==> config.mk <==
export PLATFORM = sky130hd
export DESIGN_NAME = keypad_scanner
export DESIGN_NICKNAME = d
export VERILOG_FILES = /design/src/rtl/keypad_pkg.sv /design/src/rtl/keypad_sync.sv /design/src/rtl/keypad_scanner.sv
export SDC_FILE = /design/constraint.sdc
export NUM_CORES = 1
export LEC_CHECK = 0
export BUFFER_PORTS_ARGS = -buffer_cell sky130_fd_sc_hd__buf_2
export CAP_MARGIN = 20
export CELL_PAD_IN_SITES_DETAIL_PLACEMENT = 2
export CELL_PAD_IN_SITES_GLOBAL_PLACEMENT = 2
export CORE_ASPECT_RATIO = 1.2
export CORE_MARGIN = 2
export CORE_UTILIZATION = 34
export DETAILED_ROUTE_END_ITERATION = 7
export GPL_TIMING_DRIVEN = 0
export PLACE_DENSITY = 0.81
export RECOVER_POWER = 100
export SLEW_MARGIN = 20
export SYNTH_ARGS = -nofsm -noshare
export SYNTH_HDL_FRONTEND = slang
export SYNTH_SLANG_ARGS = --single-unit
==> constraint.sdc <==
create_clock -name clk -period 2.1 [get_ports clk]
set_clock_uncertainty 0.05 [all_clocks]
set_input_delay 0.315 -clock clk [delete_from_list [all_inputs] [get_ports clk]]
set_output_delay 0.315 -clock clk [all_outputs]
set_load 0.02 [all_outputs]
==> src/rtl/keypad_pkg.sv <==
// Shared types and helpers for the matrix keypad scanner.
//   scan_state_t : scanner FSM states
//   kbits_f      : width of a key code for a given key count
//   key_code_f   : packs (column, row) into a linear key code
package keypad_pkg;

  typedef enum logic [1:0] {
    SCAN     = 2'd0,
    DEBOUNCE = 2'd1,
    PRESS    = 2'd2,
    RELEASE  = 2'd3
  } scan_state_t;

  // Minimum of one bit so a single-entry index still has a legal width.
  function automatic int unsigned kbits_f(input int unsigned nkeys);
    return (nkeys > 1) ? $clog2(nkeys) : 1;
  endfunction

  localparam int unsigned DEF_NCOLS = 4;
  localparam int unsigned DEF_NROWS = 4;
  localparam int unsigned DEF_KBITS = kbits_f(DEF_NCOLS * DEF_NROWS);

  function automatic int unsigned key_code_f(input int unsigned col,
                                             input int unsigned row,
                                             input int unsigned nrows = DEF_NROWS);
    return col * nrows + row;
  endfunction

endpackage

==> src/rtl/keypad_sync.sv <==
// Two-flop synchronizer for the asynchronous active-low row lines.
//   clk, reset_n : clock and synchronous active-low reset
//   row_n        : raw row sense, active low
//   rows         : synchronized row sense, active high
module keypad_sync #(
  parameter int unsigned WIDTH = 4
) (
  input  logic             clk,
  input  logic             reset_n,
  input  logic [WIDTH-1:0] row_n,
  output logic [WIDTH-1:0] rows
);

  logic [WIDTH-1:0] meta_n;

  // Inversion folded into the second stage so the output is a plain flop.
  always_ff @(posedge clk) begin
    if (!reset_n) begin
      meta_n <= '1;
      rows   <= '0;
    end else begin
      meta_n <= row_n;
      rows   <= ~meta_n;
    end
  end

endmodule

==> src/rtl/keypad_scanner.sv <==
// Matrix keypad scanner: walks the columns, debounces the first active key
// with one shared counter and emits one event per press on valid/ready.
//   clk, reset_n : clock and synchronous active-low reset
//   col_n        : column drive, active low, at most one bit low
//   row_n        : raw row sense, active low, asynchronous
//   key_valid    : press event available
//   key_code     : col*NROWS + row of the event
//   key_ready    : consumer accepts the event
//   key_held     : confirmed key currently down
module keypad_scanner
  import keypad_pkg::*;
#(
  parameter int unsigned NCOLS  = 4,
  parameter int unsigned NROWS  = 4,
  parameter int unsigned SETTLE = 16,
  parameter int unsigned NDELAY = 65000,
  parameter int unsigned NBITS  = 20,
  parameter int unsigned KBITS  = kbits_f(NROWS * NCOLS)
) (
  input  logic             clk,
  input  logic             reset_n,
  output logic [NCOLS-1:0] col_n,
  input  logic [NROWS-1:0] row_n,
  output logic             key_valid,
  output logic [KBITS-1:0] key_code,
  input  logic             key_ready,
  output logic             key_held
);

  localparam int unsigned CBITS = kbits_f(NCOLS);
  localparam int unsigned RBITS = kbits_f(NROWS);

  scan_state_t      state, state_nx;
  logic [CBITS-1:0] c, c_nx, c_inc;
  logic [RBITS-1:0] r, r_nx, low_idx;
  logic [NBITS-1:0] cnt, cnt_nx;
  logic [NCOLS-1:0] col_nx;
  logic             valid_nx, held_nx;
  logic [KBITS-1:0] code_nx;
  logic [NROWS-1:0] rows;

  keypad_sync #(.WIDTH(NROWS)) u_sync (
    .clk     (clk),
    .reset_n (reset_n),
    .row_n   (row_n),
    .rows    (rows)
  );

  // Lowest active row wins when several rows are down together.
  always_comb begin
    low_idx = '0;
    for (int i = NROWS - 1; i >= 0; i--) begin
      if (rows[i]) low_idx = RBITS'(i);
    end
  end

  assign c_inc = (c == CBITS'(NCOLS - 1)) ? '0 : c + CBITS'(1);

  // Next-state and output decode.
  always_comb begin
    state_nx = state;
    c_nx     = c;
    r_nx     = r;
    cnt_nx   = cnt;
    valid_nx = key_valid;
    held_nx  = key_held;
    code_nx  = key_code;
    unique case (state)
      SCAN: begin
        if (&col_n) begin
          // First cycle out of reset: no column driven yet, hold the count.
          cnt_nx = '0;
        end else if (cnt == NBITS'(SETTLE)) begin
          cnt_nx = '0;
          if (|rows) begin
            r_nx     = low_idx;
            state_nx = DEBOUNCE;
          end else begin
            c_nx = c_inc;
          end
        end else begin
          cnt_nx = cnt + NBITS'(1);
        end
      end
      DEBOUNCE: begin
        if (!rows[r]) begin
          c_nx     = c_inc;
          cnt_nx   = '0;
          state_nx = SCAN;
        end else if (cnt == NBITS'(NDELAY - 1)) begin
          // The sample cycle already saw the key, so it is the first stable cycle.
          code_nx  = KBITS'(key_code_f(32'(c), 32'(r), NROWS));
          valid_nx = 1'b1;
          held_nx  = 1'b1;
          cnt_nx   = '0;
          state_nx = PRESS;
        end else begin
          cnt_nx = cnt + NBITS'(1);
        end
      end
      PRESS: begin
        if (key_ready) begin
          valid_nx = 1'b0;
          cnt_nx   = '0;
          state_nx = RELEASE;
        end
      end
      RELEASE: begin
        if (rows[r]) begin
          cnt_nx = '0;
        end else if (cnt == NBITS'(NDELAY)) begin
          held_nx  = 1'b0;
          c_nx     = c_inc;
          cnt_nx   = '0;
          state_nx = SCAN;
        end else begin
          cnt_nx = cnt + NBITS'(1);
        end
      end
      default: state_nx = SCAN;
    endcase
    col_nx = ~(NCOLS'(1) << c_nx);
  end

  always_ff @(posedge clk) begin
    if (!reset_n) begin
      state     <= SCAN;
      c         <= '0;
      r         <= '0;
      cnt       <= '0;
      col_n     <= '1;
      key_valid <= 1'b0;
      key_held  <= 1'b0;
      key_code  <= '0;
    end else begin
      state     <= state_nx;
      c         <= c_nx;
      r         <= r_nx;
      cnt       <= cnt_nx;
      col_n     <= col_nx;
      key_valid <= valid_nx;
      key_held  <= held_nx;
      key_code  <= code_nx;
    end
  end

endmodule

; Yosys cells after proc, flatten, opt, wreduce, memory -nomap -nowiden
; Index checks and enable logic that the tools add are counted.
[totals]
register_bits = 44
input_bits = 7
out_inout_bits = 10
wordCells = 82
[classes]
n_addsub = 3
order_cmp = 1
eq_ne = 16
shift = 1
mux = 38
n_bitwise = 3
n_reduce_logical = 10
[ops]
columns = op, count
row1 = 2-to-1 mux 20 bit, 7
row2 = one-hot mux 20 bit (4 select lines), 1
row3 = == test 20 x 16 -> 1 bit (second input constant), 2
row4 = 2-to-1 mux 2 bit, 19
row5 = adder 20 x 1 -> 20 bit (second input constant), 1
row6 = == test 20 x 5 -> 1 bit (second input constant), 1
row7 = inequality test 2 bit (second input constant), 8
row8 = AND reduction 4 bit, 3
row9 = NOT 4 bit, 2
row10 = one-hot mux 2 bit (4 select lines), 1
row11 = AND reduction 7 bit, 1
row12 = == test 2 bit (second input constant), 3
row13 = 2-to-1 mux 1 bit, 6
row14 = one-hot mux 2 bit (3 select lines), 1
row15 = AND reduction 5 bit, 1
row16 = adder 4 x 2 -> 4 bit, 1
row17 = one-hot mux 1 bit (2 select lines), 2
row18 = nonzero test 2 bit, 2
row19 = OR reduction 4 bit, 1
row20 = left shift 1 x 2 -> 4 bit (first input constant), 1
row21 = less-than comparator 2 x 3 -> 1 bit (second input constant), 1
row22 = inequality test 3 bit (second input constant), 1
row23 = AND reduction 3 bit, 1
row24 = adder 2 x 1 -> 2 bit (second input constant), 1
row25 = 4 further kinds, 4

; Longest topological paths before layout
[logic_depth]
ltp_word = 8
depth_mapped = 8
mapped_depth_nobuf = 7

; Hierarchy
; Synthesis repeated with hierarchy kept, for this count alone.
[hier_totals]
hier_cells = 240
area_unflattened_um2 = 2137.0
[by_module_without_submodules]
columns = mod, instances, cells_each, area_per_inst_um2, seq_area_each_um2
row1 = keypad_scanner, 1, 224, 1916.8, 720.7
row2 = keypad_sync, 1, 16, 220.2, 160.2

; Worst setup path before layout
; No wires, ideal clock.
[synth_timing]
kind = reg2reg
from = register r[0]
to = register col_n[1]
setup_ns = 0.121
t_arrival_ns = 1.818
required_time_ns = 1.929
path_slack_ns = 0.111
stages_incl_launch_ff = 7
n_path_buf = 2
period_less_slack_ns = 1.989
cell_sequence = dfxtp_1 mux4_2 or2_1 buf_6 o21a_1 buf_6 mux2_4
[synth_between]
elab_chain_cells = 6
elab_cells_between_ends = 7
cone_classes = 1 x shift / 5 x mux / 1 x bitwise
[synth_rtl]
columns = element, line
row1 = from (decl), keypad_scanner.sv:35  ; logic [RBITS-1:0] r, r_nx, low_idx;
row2 = from (signal assigned), keypad_scanner.sv:138  ; r <= r_nx;
row3 = binary-select mux 1 bit (select 2 bit) *, "keypad_scanner.sv:86, keypad_scanner.sv:109"
row4 = 2-to-1 mux 1 bit (not written as such) *, "keypad_scanner.sv:86, keypad_scanner.sv:109"
row5 = "2-to-1 mux 2 bit, on equally long branches", "keypad_scanner.sv:109, keypad_scanner.sv:86"
row6 = one-hot mux 2 bit (3 select lines) *, keypad_scanner.sv:68  ; unique case (state)
row7 = left shift 1 x 2 -> 4 bit *, keypad_scanner.sv:122  ; col_nx = ~(NCOLS'(1) << c_nx);
row8 = NOT 4 bit *, keypad_scanner.sv:122
row9 = to (signal assigned), keypad_scanner.sv:140  ; col_n <= col_nx;
row10 = to (decl), keypad_scanner.sv:22  ; output logic [NCOLS-1:0] col_n,
; Mark *: on every way between the ends. The rest lies on a longest branch, timed or not. The select of a mux whose other input is x is not followed.
; A chain may end at the register's enable or synchronous reset.

; Final worst setup path
[layout_timing]
from = register cnt[13]
to = register col_n[2]
[layout_between]
elab_chain_cells = 6
elab_cells_between_ends = 9
cone_classes = 2 x eq/ne / 1 x shift / 5 x mux / 1 x bitwise
[layout_rtl]
columns = element, line
row1 = from (decl), keypad_scanner.sv:36  ; logic [NBITS-1:0] cnt, cnt_nx;
row2 = from (signal assigned), keypad_scanner.sv:139  ; cnt <= cnt_nx;
row3 = == test 20 x 16 -> 1 bit or == test 20 x 5 -> 1 bit (tied branches), "keypad_scanner.sv:111, keypad_scanner.sv:73"
row4 = "2-to-1 mux 2 bit, on equally long branches", "keypad_scanner.sv:111, keypad_scanner.sv:73"
row5 = "2-to-1 mux 2 bit, on equally long branches", "keypad_scanner.sv:109, keypad_scanner.sv:70"
row6 = one-hot mux 2 bit (3 select lines) *, keypad_scanner.sv:68
row7 = left shift 1 x 2 -> 4 bit *, keypad_scanner.sv:122
row8 = NOT 4 bit *, keypad_scanner.sv:122
; Mark *: on every way between the ends. The rest lies on a longest branch, timed or not.

==> results.md <==
- Outcome: completed
- Top Usage Layer GRT: met2
- Post-synth ARST share: 0%
- Area Growth Syn to Fin: 22.5%
- Vias per std cell: just over 5
- Core ar.: approximately 6400 sq um
- Post-Synthesis Cells: ~230
- Final net count: ~280
- Rel. slew slack: 64.1%
- Largest fanout on the critical path: 5
- PwrDens: 595 nW/um^2
- Commonest non-fill, non-tap cell in the layout: dfxtp_1
- Post-synth EDFFs: 0
- Initial drt markers: 28
- Clock slew at reported path FFs: ~90 ps
- Total gr overflow: 0
- Number of antenna diodes: 0
- Reported max-cap violation count: 0
- Leak: approximately 0.96 nW
- WL per Instance: 16.6 microns
- Latest clock arrival within the worst-skew pair: about 310 ps
- CP Capture Type: flop
- Crit share post-route: 99.6%
- Gp weighted congestion: about 0.74
- Maximum clock rate: 0.478 GHz
- Endpoints failing setup: 0
- Root Buffer: clkbuf_8
- Critical path startpoint category: flop
- CTS tree: yes
- Clock buffer count from CTS: 5
- Crit path time final: around 2100 ps
- Yosys cell types: 50
- GR Util met3: about 3.2%
- Chip height: between 90 and 100 microns
- GRT Resource Usage Total: between 15 and 20%
- Slew @ Worst Pin: around 530 ps
- Layout cells sized above 1: between 30% and 40%
- Num rows: 32
- Routed vias: 1790
- Number of I/O port buffers: 16
- Final design utilization: between 40% and 50%
- Largest net degree at the start of global routing: 16
- Worst EP arrival: about 2200 ps
- Remaining DRCs: 0
- Crit path required time: between 2000 and 2500 ps
- Initial antenna violation count: 0
- YS warnings: 0
- Total Die Area: roughly 7100 sq um
- Synthesized area per cell: roughly 9.7 sq um
- Slew Limit Fails: 0
- Non-Filler Instances: approximately 350
- Post-synth top flop: dfxtp_1
- Final Hold Fails: 0
- Die X-Extent: between 70 and 80 microns
- Max clock buf depth: 2
- Initial cell density of the core: between 30% and 40%
- Number of global-route vias before repair: approximately 2000
- Mapped Area: 2200 sq um
- Post-Synthesis Net Count: ~240
- RSZ-0062 raised after global routing: true
- Final Instance Area: between 2000 and 3000 sq um
- Flip-flop and latch count after synthesis: 44
- DRT antenna net count: 0
- DP Area: 2390 sq um
- DP HPWL: just over 4 mm
- First-pass GRT wire length: between 9 and 10 mm
- Routing usage on met1: around 18%
- CTS sink count: 44
- Critical setup path kind: flop to flop
- DP Cell Count: 328
- Sequential share of the synthesized area: 40.0%
- I/O pin cnt: 17
- Power Total: between 1.5 and 2 mW
- Setup tns final: 0 ps
- Worst IR drop on VDD: 0.000339 V
- Post-CTS Hold Buffers: 0
- Most frequent cells in the layout: dfxtp_1 (29), nand2_1 (20), nor2_1 (19), buf_4 (15)
- Iteration count of the initial detailed-routing pass: 4
- GR met2 Demand/Resource: between 30% and 40%
- H-tree level count: 2
- Min-delay worst type: input port to flop
- DRT Wirelength: approximately 5.8 mm
## state kept, by name, indices dropped and copies added, names as in the netlist, named ones only
name,count
key_code,4
u_sync.rows,4
key_valid,1
col_n,4
cnt,20
u_sync.meta_n,4
state,1
r,2
c,2
key_held,1
## critical path: stages (launching register included)
cell and delay [ps]:
dfxtp_2 350, or4_4 550, nor4_4 310, nand4_1 160, o21a_1 140, buf_6 130, mux2_4 290
## report_power, final
| part | total (mW) | switching [mW] | internal (mW) |
|---|---|---|---|
| clock network | 0.680 | 0.322 | 0.359 |
| logic | 0.0766 | 0.0388 | 0.0378 |
| registers | 0.847 | 0.00636 | 0.841 |
| total | 1.60 | 0.367 | 1.24 |
## routing by layer
layer | vias to the layer above | routed length [microns] | part of all wire [%]
li1 | 880 | - | -
met2 | 18 | 3360 | 57
met5 | - | 0 | 0
met1 | 886 | 2310 | 40
met3 | 6 | 119 | 2.0
met4 | 0 | 61 | 1.0
## layout make-up
| type | count | area, sq um |
|---|---|---|
| buffer | 7 | 53.8 |
| sequential | 44 | 905 |
| inverter | 6 | 22.5 |
| multi-input combinational | 169 | 1260 |
| clock inverter | 3 | 47.5 |
| clock buffer | 5 | 68.8 |
| tap | 85 | 106 |
| timing repair buffer | 34 | 229 |
| fill | 706 | 3670 |
## Yosys cell counts, types with 2 or more instances
| library cell | count | area share [%] |
|---|---|---|
| nor4_1 | 3 | 0.85 |
| nor2_1 | 19 | 3.2 |
| nand3b_1 | 4 | 1.4 |
| nand2b_1 | 4 | 1.1 |
| nand2_1 | 20 | 3.4 |
| clkbuf_1 | 3 | 0.51 |
| nand4_1 | 8 | 2.3 |
| buf_6 | 3 | 1.5 |
| a21oi_1 | 3 | 0.68 |
| o21a_1 | 2 | 0.68 |
| mux2_4 | 3 | 2.0 |
| o211a_1 | 2 | 0.91 |
| and3_1 | 3 | 0.85 |
| dfxtp_1 | 44 | 40 |
| ha_1 | 3 | 1.7 |
| o221a_2 | 2 | 1.0 |
| inv_1 | 6 | 1.0 |
| nor2_2 | 10 | 2.8 |
| nor4_4 | 2 | 1.9 |
| and4_1 | 4 | 1.6 |
| nor2b_1 | 11 | 3.1 |
| or4_4 | 2 | 1.0 |
| and4b_1 | 2 | 0.91 |
| xor2_1 | 5 | 2.0 |
| xnor2_1 | 14 | 5.6 |
| nand3_1 | 8 | 1.8 |
| mux2i_1 | 7 | 3.2 |
| nor3b_1 | 2 | 0.68 |
| nor3_1 | 7 | 1.6 |
## stage by stage
step	hold WS (ps)	setup WS, ps
after floorplan	317	111
after global placement	320	-122
after detailed placement	328	-160
after CTS	133	-4.34
after global routing	141	-73.7
final	132	8.81
## cell families (layout without fill, tap and decap cells)
logic type,count (synthesis),after routing,synth area share (%)
DFF,44,44,40.0
adders and majority gates,3,3,1.71
buffers and inverters,14,55,3.98
and+or+nand+nor,118,118,32.6
AOI/OAI and AO/OA,18,18,7.90
muxes,11,11,6.25
xor gates and xnor gates,19,19,7.56
## final timing paths
| check | slack, ps | endpoint | cells after the start | startpoint |
|---|---|---|---|---|
| setup / recovery | 9 | col_n[2]$_SDFF_PN1_ | 6 | cnt[13]$_SDFFE_PN0N_ |
| hold / removal | 130 | u_sync.meta_n[2]$_SDFF_PN1_ | 2 | row_n[2] |
| setup reg to reg | 9 | col_n[2]$_SDFF_PN1_ | 6 | cnt[13]$_SDFFE_PN0N_ |
| hold reg to reg | 340 | u_sync.rows[0]$_SDFF_PN0_ | 1 | u_sync.meta_n[0]$_SDFF_PN1_ |
## timing repair
item / in CTS / in global routing
gates cloned: 1 / 0
setup buffers: 16 / 1
endpoints found under the hold margin: 0 / 0
gates resized for setup: 17 / 11
setup endpoints to repair: 27 / 24
pin swaps: 10 / 8
Power figures use the tool's default switching activity.
